--- src/rtl/instr_fetch_unit_if.sv ---
// Fetch-unit bus bundle: instruction-memory request/response, redirect and decode handshake.
// master = fetch unit side, slave = memory/decode/branch side.
interface instr_fetch_unit_if;
   logic        imem_req_valid;
   logic        imem_req_ready;
   logic [31:0] imem_req_addr;
   logic        imem_rsp_valid;
   logic [31:0] imem_rsp_data;
   logic        redirect_valid;
   logic [31:0] redirect_pc;
   logic        if_valid;
   logic        if_ready;
   logic [31:0] if_instr;
   logic [31:0] if_pc;
   logic        if_misalign;

   modport master (
      output imem_req_valid, imem_req_addr, if_valid, if_instr, if_pc, if_misalign,
      input  imem_req_ready, imem_rsp_valid, imem_rsp_data, redirect_valid, redirect_pc, if_ready
   );

   modport slave (
      input  imem_req_valid, imem_req_addr, if_valid, if_instr, if_pc, if_misalign,
      output imem_req_ready, imem_rsp_valid, imem_rsp_data, redirect_valid, redirect_pc, if_ready
   );
endinterface

--- src/rtl/instr_fetch_unit.sv ---
// Fetch stage: PC, credit-limited imem requests, instr/PC FIFO to decode, redirect flush/drain.
// Optional misaligned-redirect fault with HALT state when IFU_MISALIGN_CHK_EN is defined.
module instr_fetch_unit #(
   parameter logic [31:0] RESET_PC   = 32'h0000_0000,
   parameter int          FIFO_DEPTH = 2
) (
   input  logic               clk,
   input  logic               rst_n,
   instr_fetch_unit_if.master bus
);
   localparam int PTR_W = $clog2(FIFO_DEPTH);
   localparam int CNT_W = PTR_W + 1;
   localparam logic [CNT_W-1:0] CNT_ZERO = {CNT_W{1'b0}};
   localparam logic [CNT_W-1:0] CNT_ONE  = CNT_W'(1);
   localparam logic [PTR_W-1:0] PTR_ZERO = {PTR_W{1'b0}};
   localparam logic [PTR_W-1:0] PTR_ONE  = PTR_W'(1);
   localparam logic [CNT_W:0]   DEPTH_C  = (CNT_W+1)'(FIFO_DEPTH);

`ifdef IFU_MISALIGN_CHK_EN
   typedef enum logic [1:0] {ST_IDLE = 2'd0, ST_RUN = 2'd1, ST_DRAIN = 2'd2, ST_HALT = 2'd3} state_e;
`else
   typedef enum logic [1:0] {ST_IDLE = 2'd0, ST_RUN = 2'd1, ST_DRAIN = 2'd2} state_e;
`endif

   state_e           state_q, state_d, drain_tgt_s, redir_tgt_s;
   logic [31:0]      fetch_pc_q, fetch_pc_d;
   logic [CNT_W-1:0] outst_q, outst_d, drop_q, drop_d, fifo_cnt_q, fifo_cnt_d;
   logic [PTR_W-1:0] wr_ptr_q, rd_ptr_q, inf_wr_q, inf_rd_q;
   logic [31:0]      fifo_instr_q [FIFO_DEPTH];
   logic [31:0]      fifo_pc_q    [FIFO_DEPTH];
   logic [31:0]      inf_pc_q     [FIFO_DEPTH];
   logic             misalign_q, misalign_d;

   logic             redir_s, redir_bad_s, req_valid_s, req_fire_s;
   logic             rsp_pop_s, rsp_drop_s, rsp_keep_s, pop_s;
   logic [31:0]      redir_pc_s;
   logic [CNT_W:0]   credit_s;

   assign redir_s    = bus.redirect_valid && (state_q != ST_IDLE);
   assign redir_pc_s = {bus.redirect_pc[31:2], 2'b00};
`ifdef IFU_MISALIGN_CHK_EN
   assign redir_bad_s = (bus.redirect_pc[1:0] != 2'b00);
`else
   logic unused_s;
   assign unused_s    = ^bus.redirect_pc[1:0];
   assign redir_bad_s = 1'b0;
`endif

   // Outstanding requests plus buffered words bound issue, so the FIFO can never overflow.
   assign credit_s   = {1'b0, outst_q} + {1'b0, fifo_cnt_q};
   assign req_fire_s = req_valid_s && bus.imem_req_ready;
   assign rsp_pop_s  = bus.imem_rsp_valid && (outst_q != CNT_ZERO);
   assign rsp_drop_s = rsp_pop_s && (drop_q != CNT_ZERO);
   assign rsp_keep_s = rsp_pop_s && !rsp_drop_s && !redir_s && (state_q == ST_RUN);
   assign pop_s      = (fifo_cnt_q != CNT_ZERO) && bus.if_ready && !redir_s;

   assign bus.imem_req_valid = req_valid_s;
   assign bus.imem_req_addr  = fetch_pc_q;
   assign bus.if_valid       = (fifo_cnt_q != CNT_ZERO);
   assign bus.if_instr       = fifo_instr_q[rd_ptr_q];
   assign bus.if_pc          = fifo_pc_q[rd_ptr_q];
   assign bus.if_misalign    = misalign_q;

   // FSM state register
   always_ff @(posedge clk or negedge rst_n) begin
      if (!rst_n) begin
         state_q <= ST_IDLE;
      end else begin
         state_q <= state_d;
      end
   end

   // FSM next state; a redirect re-targets from any non-IDLE state
   always_comb begin
      drain_tgt_s = (drop_d != CNT_ZERO) ? ST_DRAIN : ST_RUN;
`ifdef IFU_MISALIGN_CHK_EN
      redir_tgt_s = redir_bad_s ? ST_HALT : drain_tgt_s;
`else
      redir_tgt_s = drain_tgt_s;
`endif
      state_d = state_q;
      case (state_q)
         ST_IDLE:  state_d = ST_RUN;
         ST_RUN:   state_d = redir_s ? redir_tgt_s : ST_RUN;
         ST_DRAIN: state_d = redir_s ? redir_tgt_s : drain_tgt_s;
`ifdef IFU_MISALIGN_CHK_EN
         ST_HALT:  state_d = redir_s ? redir_tgt_s : ST_HALT;
`endif
         default:  state_d = ST_IDLE;
      endcase
   end

   // FSM output: request only in RUN, with credit, and never in a redirect cycle
   always_comb begin
      if ((state_q == ST_RUN) && !bus.redirect_valid && (credit_s < DEPTH_C)) begin
         req_valid_s = 1'b1;
      end else begin
         req_valid_s = 1'b0;
      end
   end

   // Counter, PC and fault next-state; after a redirect every still-pending response is dropped
   always_comb begin
      if (req_fire_s && !rsp_pop_s) begin
         outst_d = outst_q + CNT_ONE;
      end else if (!req_fire_s && rsp_pop_s) begin
         outst_d = outst_q - CNT_ONE;
      end else begin
         outst_d = outst_q;
      end

      if (redir_s) begin
         drop_d = rsp_pop_s ? (outst_q - CNT_ONE) : outst_q;
      end else if (rsp_drop_s) begin
         drop_d = drop_q - CNT_ONE;
      end else begin
         drop_d = drop_q;
      end

      if (redir_s) begin
         fifo_cnt_d = CNT_ZERO;
      end else if (rsp_keep_s && !pop_s) begin
         fifo_cnt_d = fifo_cnt_q + CNT_ONE;
      end else if (!rsp_keep_s && pop_s) begin
         fifo_cnt_d = fifo_cnt_q - CNT_ONE;
      end else begin
         fifo_cnt_d = fifo_cnt_q;
      end

      if (redir_s) begin
         fetch_pc_d = redir_pc_s;
      end else if (req_fire_s) begin
         fetch_pc_d = fetch_pc_q + 32'd4;
      end else begin
         fetch_pc_d = fetch_pc_q;
      end

      misalign_d = redir_s ? redir_bad_s : misalign_q;
   end

   // Counter, PC and fault registers
   always_ff @(posedge clk or negedge rst_n) begin
      if (!rst_n) begin
         fetch_pc_q <= RESET_PC;
         outst_q    <= CNT_ZERO;
         drop_q     <= CNT_ZERO;
         fifo_cnt_q <= CNT_ZERO;
         misalign_q <= 1'b0;
      end else begin
         fetch_pc_q <= fetch_pc_d;
         outst_q    <= outst_d;
         drop_q     <= drop_d;
         fifo_cnt_q <= fifo_cnt_d;
         misalign_q <= misalign_d;
      end
   end

   // In-flight PC queue and instr/PC FIFO storage
   always_ff @(posedge clk or negedge rst_n) begin
      if (!rst_n) begin
         for (int i = 0; i < FIFO_DEPTH; i++) begin
            fifo_instr_q[i] <= 32'h0000_0000;
            fifo_pc_q[i]    <= 32'h0000_0000;
            inf_pc_q[i]     <= 32'h0000_0000;
         end
         wr_ptr_q <= PTR_ZERO;
         rd_ptr_q <= PTR_ZERO;
         inf_wr_q <= PTR_ZERO;
         inf_rd_q <= PTR_ZERO;
      end else begin
         if (req_fire_s) begin
            inf_pc_q[inf_wr_q] <= fetch_pc_q;
            inf_wr_q           <= inf_wr_q + PTR_ONE;
         end
         if (rsp_pop_s) begin
            inf_rd_q <= inf_rd_q + PTR_ONE;
         end
         if (redir_s) begin
            wr_ptr_q <= PTR_ZERO;
            rd_ptr_q <= PTR_ZERO;
         end else begin
            if (rsp_keep_s) begin
               fifo_instr_q[wr_ptr_q] <= bus.imem_rsp_data;
               fifo_pc_q[wr_ptr_q]    <= inf_pc_q[inf_rd_q];
               wr_ptr_q               <= wr_ptr_q + PTR_ONE;
            end
            if (pop_s) begin
               rd_ptr_q <= rd_ptr_q + PTR_ONE;
            end
         end
      end
   end
endmodule

--- src/flat_wrapper.sv ---
// flat-port wrapper written by rule: the top's interface ports become plain ports
module instr_fetch_unit_flat 
#(
   parameter logic [31:0] RESET_PC   = 32'h0000_0000,
   parameter int          FIFO_DEPTH = 2
)
  (clk, rst_n, bus_imem_req_valid, bus_imem_req_addr, bus_if_valid, bus_if_instr, bus_if_pc, bus_if_misalign, bus_imem_req_ready, bus_imem_rsp_valid, bus_imem_rsp_data, bus_redirect_valid, bus_redirect_pc, bus_if_ready);
  instr_fetch_unit_if bus_i ();
  input  logic clk;
  input  logic rst_n;
  output wire logic [$bits(bus_i.imem_req_valid)-1:0] bus_imem_req_valid;
  output wire logic [$bits(bus_i.imem_req_addr)-1:0] bus_imem_req_addr;
  output wire logic [$bits(bus_i.if_valid)-1:0] bus_if_valid;
  output wire logic [$bits(bus_i.if_instr)-1:0] bus_if_instr;
  output wire logic [$bits(bus_i.if_pc)-1:0] bus_if_pc;
  output wire logic [$bits(bus_i.if_misalign)-1:0] bus_if_misalign;
  input wire logic [$bits(bus_i.imem_req_ready)-1:0] bus_imem_req_ready;
  input wire logic [$bits(bus_i.imem_rsp_valid)-1:0] bus_imem_rsp_valid;
  input wire logic [$bits(bus_i.imem_rsp_data)-1:0] bus_imem_rsp_data;
  input wire logic [$bits(bus_i.redirect_valid)-1:0] bus_redirect_valid;
  input wire logic [$bits(bus_i.redirect_pc)-1:0] bus_redirect_pc;
  input wire logic [$bits(bus_i.if_ready)-1:0] bus_if_ready;
  assign bus_imem_req_valid = bus_i.imem_req_valid;
  assign bus_imem_req_addr = bus_i.imem_req_addr;
  assign bus_if_valid = bus_i.if_valid;
  assign bus_if_instr = bus_i.if_instr;
  assign bus_if_pc = bus_i.if_pc;
  assign bus_if_misalign = bus_i.if_misalign;
  assign bus_i.imem_req_ready = bus_imem_req_ready;
  assign bus_i.imem_rsp_valid = bus_imem_rsp_valid;
  assign bus_i.imem_rsp_data = bus_imem_rsp_data;
  assign bus_i.redirect_valid = bus_redirect_valid;
  assign bus_i.redirect_pc = bus_redirect_pc;
  assign bus_i.if_ready = bus_if_ready;
  instr_fetch_unit #(.RESET_PC(RESET_PC), .FIFO_DEPTH(FIFO_DEPTH)) u_core (.clk(clk), .rst_n(rst_n), .bus(bus_i));
endmodule
--- config.mk ---
export PLATFORM = sky130hd
export DESIGN_NAME = instr_fetch_unit_flat
export DESIGN_NICKNAME = d
export VERILOG_FILES = /design/src/rtl/instr_fetch_unit_if.sv /design/src/rtl/instr_fetch_unit.sv /design/src/flat_wrapper.sv
export SDC_FILE = /design/constraint.sdc
export NUM_CORES = 1
export LEC_CHECK = 0
export CORE_UTILIZATION = 54
export CTS_BUF_LIST = sky130_fd_sc_hd__clkbuf_8 sky130_fd_sc_hd__clkbuf_16
export DETAILED_ROUTE_END_ITERATION = 12
export GPL_TIMING_DRIVEN = 0
export PLACE_DENSITY = 0.79
export SKIP_CTS_REPAIR_TIMING = 1
export SYNTH_ARGS = -nofsm -noshare
export SYNTH_HDL_FRONTEND = slang
export SYNTH_SLANG_ARGS = --single-unit
--- constraint.sdc ---
create_clock -name clk -period 4.1 [get_ports clk]
set_clock_uncertainty 0.1 [all_clocks]
set_input_delay 1.025 -clock clk [delete_from_list [all_inputs] [get_ports clk]]
set_output_delay 1.025 -clock clk [all_outputs]
set_load 0.1 [all_outputs]
==> results.md, run 1 <==
* Largest net degree at the start of global routing at 81
* Critical Path Start Type: input pin
* Drt total wl at 23.6 mm
* Status: finished, violations left
* Syn Area/Cell at 12.3 um^2
* Routed Antenna Nets at 0
* Pre-CTS setup slack at -0.538 ns
* Core Region at 0.0182 mm^2
* Worst Tran Pin Value at 1.19 ns
* Critical Path RT at 2.97 ns
* CTS H-tree lvls at 1
* Vias per cell at 5.52
* Main synth FF type: dfrtp_1
* Reg-to-Reg End: u_core.fifo_instr_q[57]
* Longest Clk Path Bufs at 3
* Commonest non-fill, non-tap cells in the layout: dfrtp_1 (226), mux2_2 (185), clkdlybuf4s50_1 (100)
* Share of layout cells above drive strength 1 at 0.290
* Die height at 139 um
* GPL Wtd Cong at 0.824
* CP max-delay cell: or4b_1
* Drt pass-1 iters at 9
* Post-Synthesis Cell Area at 0.0102 mm^2
* Final min period at 4.00 ns
* Final nets at 1095
* CP Capture Type: primary output
* Max cap viols at 0
* Post-synth top area share at 0.557
* Asr flop ratio synth at 1.00
* Hold WS at 0.372 ns
* Final Hold Viols at 0
* Final Max Slew Viols at 0
* Ant. Diodes at 0
* Slew headroom at 0.198
* Synth Warn # at 0
* Layout Area Growth over Synthesis at 25.8%
* Final worst slack at 0.103 ns
* CP Cell Sequence: clkdlybuf4s50_1, or4b_1, buf_6, nor2_1, clkbuf_2
* Rows at 49
* Wirelength per Cell at 18.7 um
* CTS clock-pin slew for the worst setup and hold paths at 0.06 ns
* Synth area leaders: dfrtp_1 (56%), mux2_2 (21%), mux2i_1 (3.1%)
* # IOs at 169
* Initial Util at 0.558
* First-pass GRT wire length at 38.1 mm
* Final setup fails at 0
* Area of the multi-input gates at 0.00419 mm^2
* Seq/Total Area, Yosys at 0.557
* Die ar. at 0.0194 mm^2
* Failing checks: DRC
* Cell taking the most area after synthesis: dfrtp_1
* Sink Count at 226
* Total vias in the final route at 6986
* Cell count after synthesis at 825
* Tcrit/Tclk final at 0.975
* Reg area at 0.00566 mm^2
* TritonCTS clock tree: yes
* Vias in the first global route at 7258
* Commonest non-fill, non-tap cell in the layout: dfrtp_1
* Flop-to-flop setup slack at 0.69 ns
* Worst reg2reg path startpoint: u_core.outst_q[0]
* I/O Buffers at 161
* Root buf cell: clkbuf_16
* Number of synthesized flops with an enable pin at 0
* CP peak stage delay at 0.58 ns
* R2R cell count at 9
* Yosys cell types at 46
* Tightest Hold Check Type: in -> async
* Final HPWL DP at 16.2 mm
* Fmax at 0.250 GHz
* RSZ-0062 raised after global routing: no
* Critical Path AT at 2.87 ns
* Clk_lat worst skew at 0.51 ns
* GRT overflow at 0
* Initial antenna violation count at 0
* Tot GR Track Use at 0.248
* CP Max Fanout at 8
* Fillers at 1362
* Die width at 139 um
* CP Class: in -> out
* DRC at 15
* Drt initial violations at 384
* CTS buffer count at 25
* FF+latch count, synth at 226
-- synthesized netlist by cell type (all sizes together), types with 3 or more instances --
library cell    n
buf            27
and2            3
nor2           45
mux2          185
mux2i          31
o21ai          63
clkbuf         25
a21oi          35
nand2          67
nor4            3
ha              5
nand3          16
or3             3
nand4          10
dfrtp         226
xor2           24
inv             9
xnor2          12
and3            8
-- worst max-delay path: cells and delay by family --
family | cells | cell delay (ns)
buf+inv | 3 | 1.16
simple gates | 2 | 0.69
-- area by class of cell --
class / count / share of cell area
sequential: 226 / 0.443
multi-input combinational: 542 / 0.328
timing repair buffer: 163 / 0.118
clock buffer: 33 / 0.0576
buffer: 52 / 0.0225
tap: 229 / 0.0224
clock inverter: 11 / 0.00568
inverter: 9 / 0.00264
-- sequential cells by signal, indices dropped and copies added, names as in the netlist --
register,flops
u_core.bus.imem_req_addr,30
u_core.drop_q,2
u_core.fifo_cnt_q,2
u_core.fifo_instr_q,64
u_core.fifo_pc_q,60
u_core.inf_pc_q,60
u_core.inf_rd_q,1
u_core.inf_wr_q,1
u_core.outst_q,2
u_core.rd_ptr_q,1
u_core.state_q,2
u_core.wr_ptr_q,1
-- metal layers --
| metal | vias to the layer above | wire [um] | part of all wire | GRT usage |
|---|---|---|---|---|
| li1 | 3276 | - | - | - |
| met1 | 3494 | 10700 | 0.45 | 0.343 |
| met2 | 183 | 11300 | 0.48 | 0.416 |
| met3 | 33 | 1250 | 0.053 | 0.0376 |
| met4 | 0 | 378 | 0.016 | 0.0538 |
| met5 | - | 0 | 0 | 0 |
-- stage by stage --
stage	cells	utilization	instance area, um^2	setup TNS, ns
4_1_cts	1265	0.710	12900	-17.60
5_1_grt	1265	0.702	12800	0
3_5_place_dp	1221	0.666	12100	-0.863
2_1_floorplan	829	-	10200	0
3_3_place_gp	1219	0.663	12100	-1690.49
6_report	1265	0.702	12800	0
-- logic make-up (layout without fill, tap and decap cells) --
group,Yosys count,count (layout),share of synthesized area
DFF,226,226,0.557
muxes,216,216,0.236
and+or+nand+nor,170,170,0.0789
AOI/OAI and AO/OA,109,109,0.0572
buffers and inverters,61,268,0.0317
xor gates and xnor gates,36,36,0.0311
adders and majority gates,6,6,0.00813
other,1,5,0.000369
-- how the worst max path moves through the flow --
stage | start | end | slack [ns] | cells after the start
after floorplan | bus_redirect_valid | bus_imem_req_valid | 0.02 | 3
after global placement | rst_n | u_core.bus.imem_req_addr[13] | -7.50 | 1
after global routing | u_core.rd_ptr_q | bus_if_pc[26] | 0.00005 | 4
after CTS | bus_redirect_valid | bus_imem_req_valid | -0.56 | 5
final | bus_redirect_valid | bus_imem_req_valid | 0.10 | 5
after detailed placement | bus_redirect_valid | bus_imem_req_valid | -0.54 | 5
Power of run 1 is not shown: default switching activity piles up to over one toggle a cycle in this logic, so the estimate is an artifact.
==> run 2: changes to the inputs <==
--- a/config.mk
+++ b/config.mk
@@ -9,6 +9,7 @@
 export CTS_BUF_LIST = sky130_fd_sc_hd__clkbuf_8 sky130_fd_sc_hd__clkbuf_16
 export DETAILED_ROUTE_END_ITERATION = 12
 export GPL_TIMING_DRIVEN = 0
+export HOLD_SLACK_MARGIN = 0.15
 export PLACE_DENSITY = 0.79
 export SKIP_CTS_REPAIR_TIMING = 1
 export SYNTH_ARGS = -nofsm -noshare
==> results of run 2 <==
The final DEF is identical to that of run 1; final timing and power are the same.
Power of run 2 is left out for the same reason.
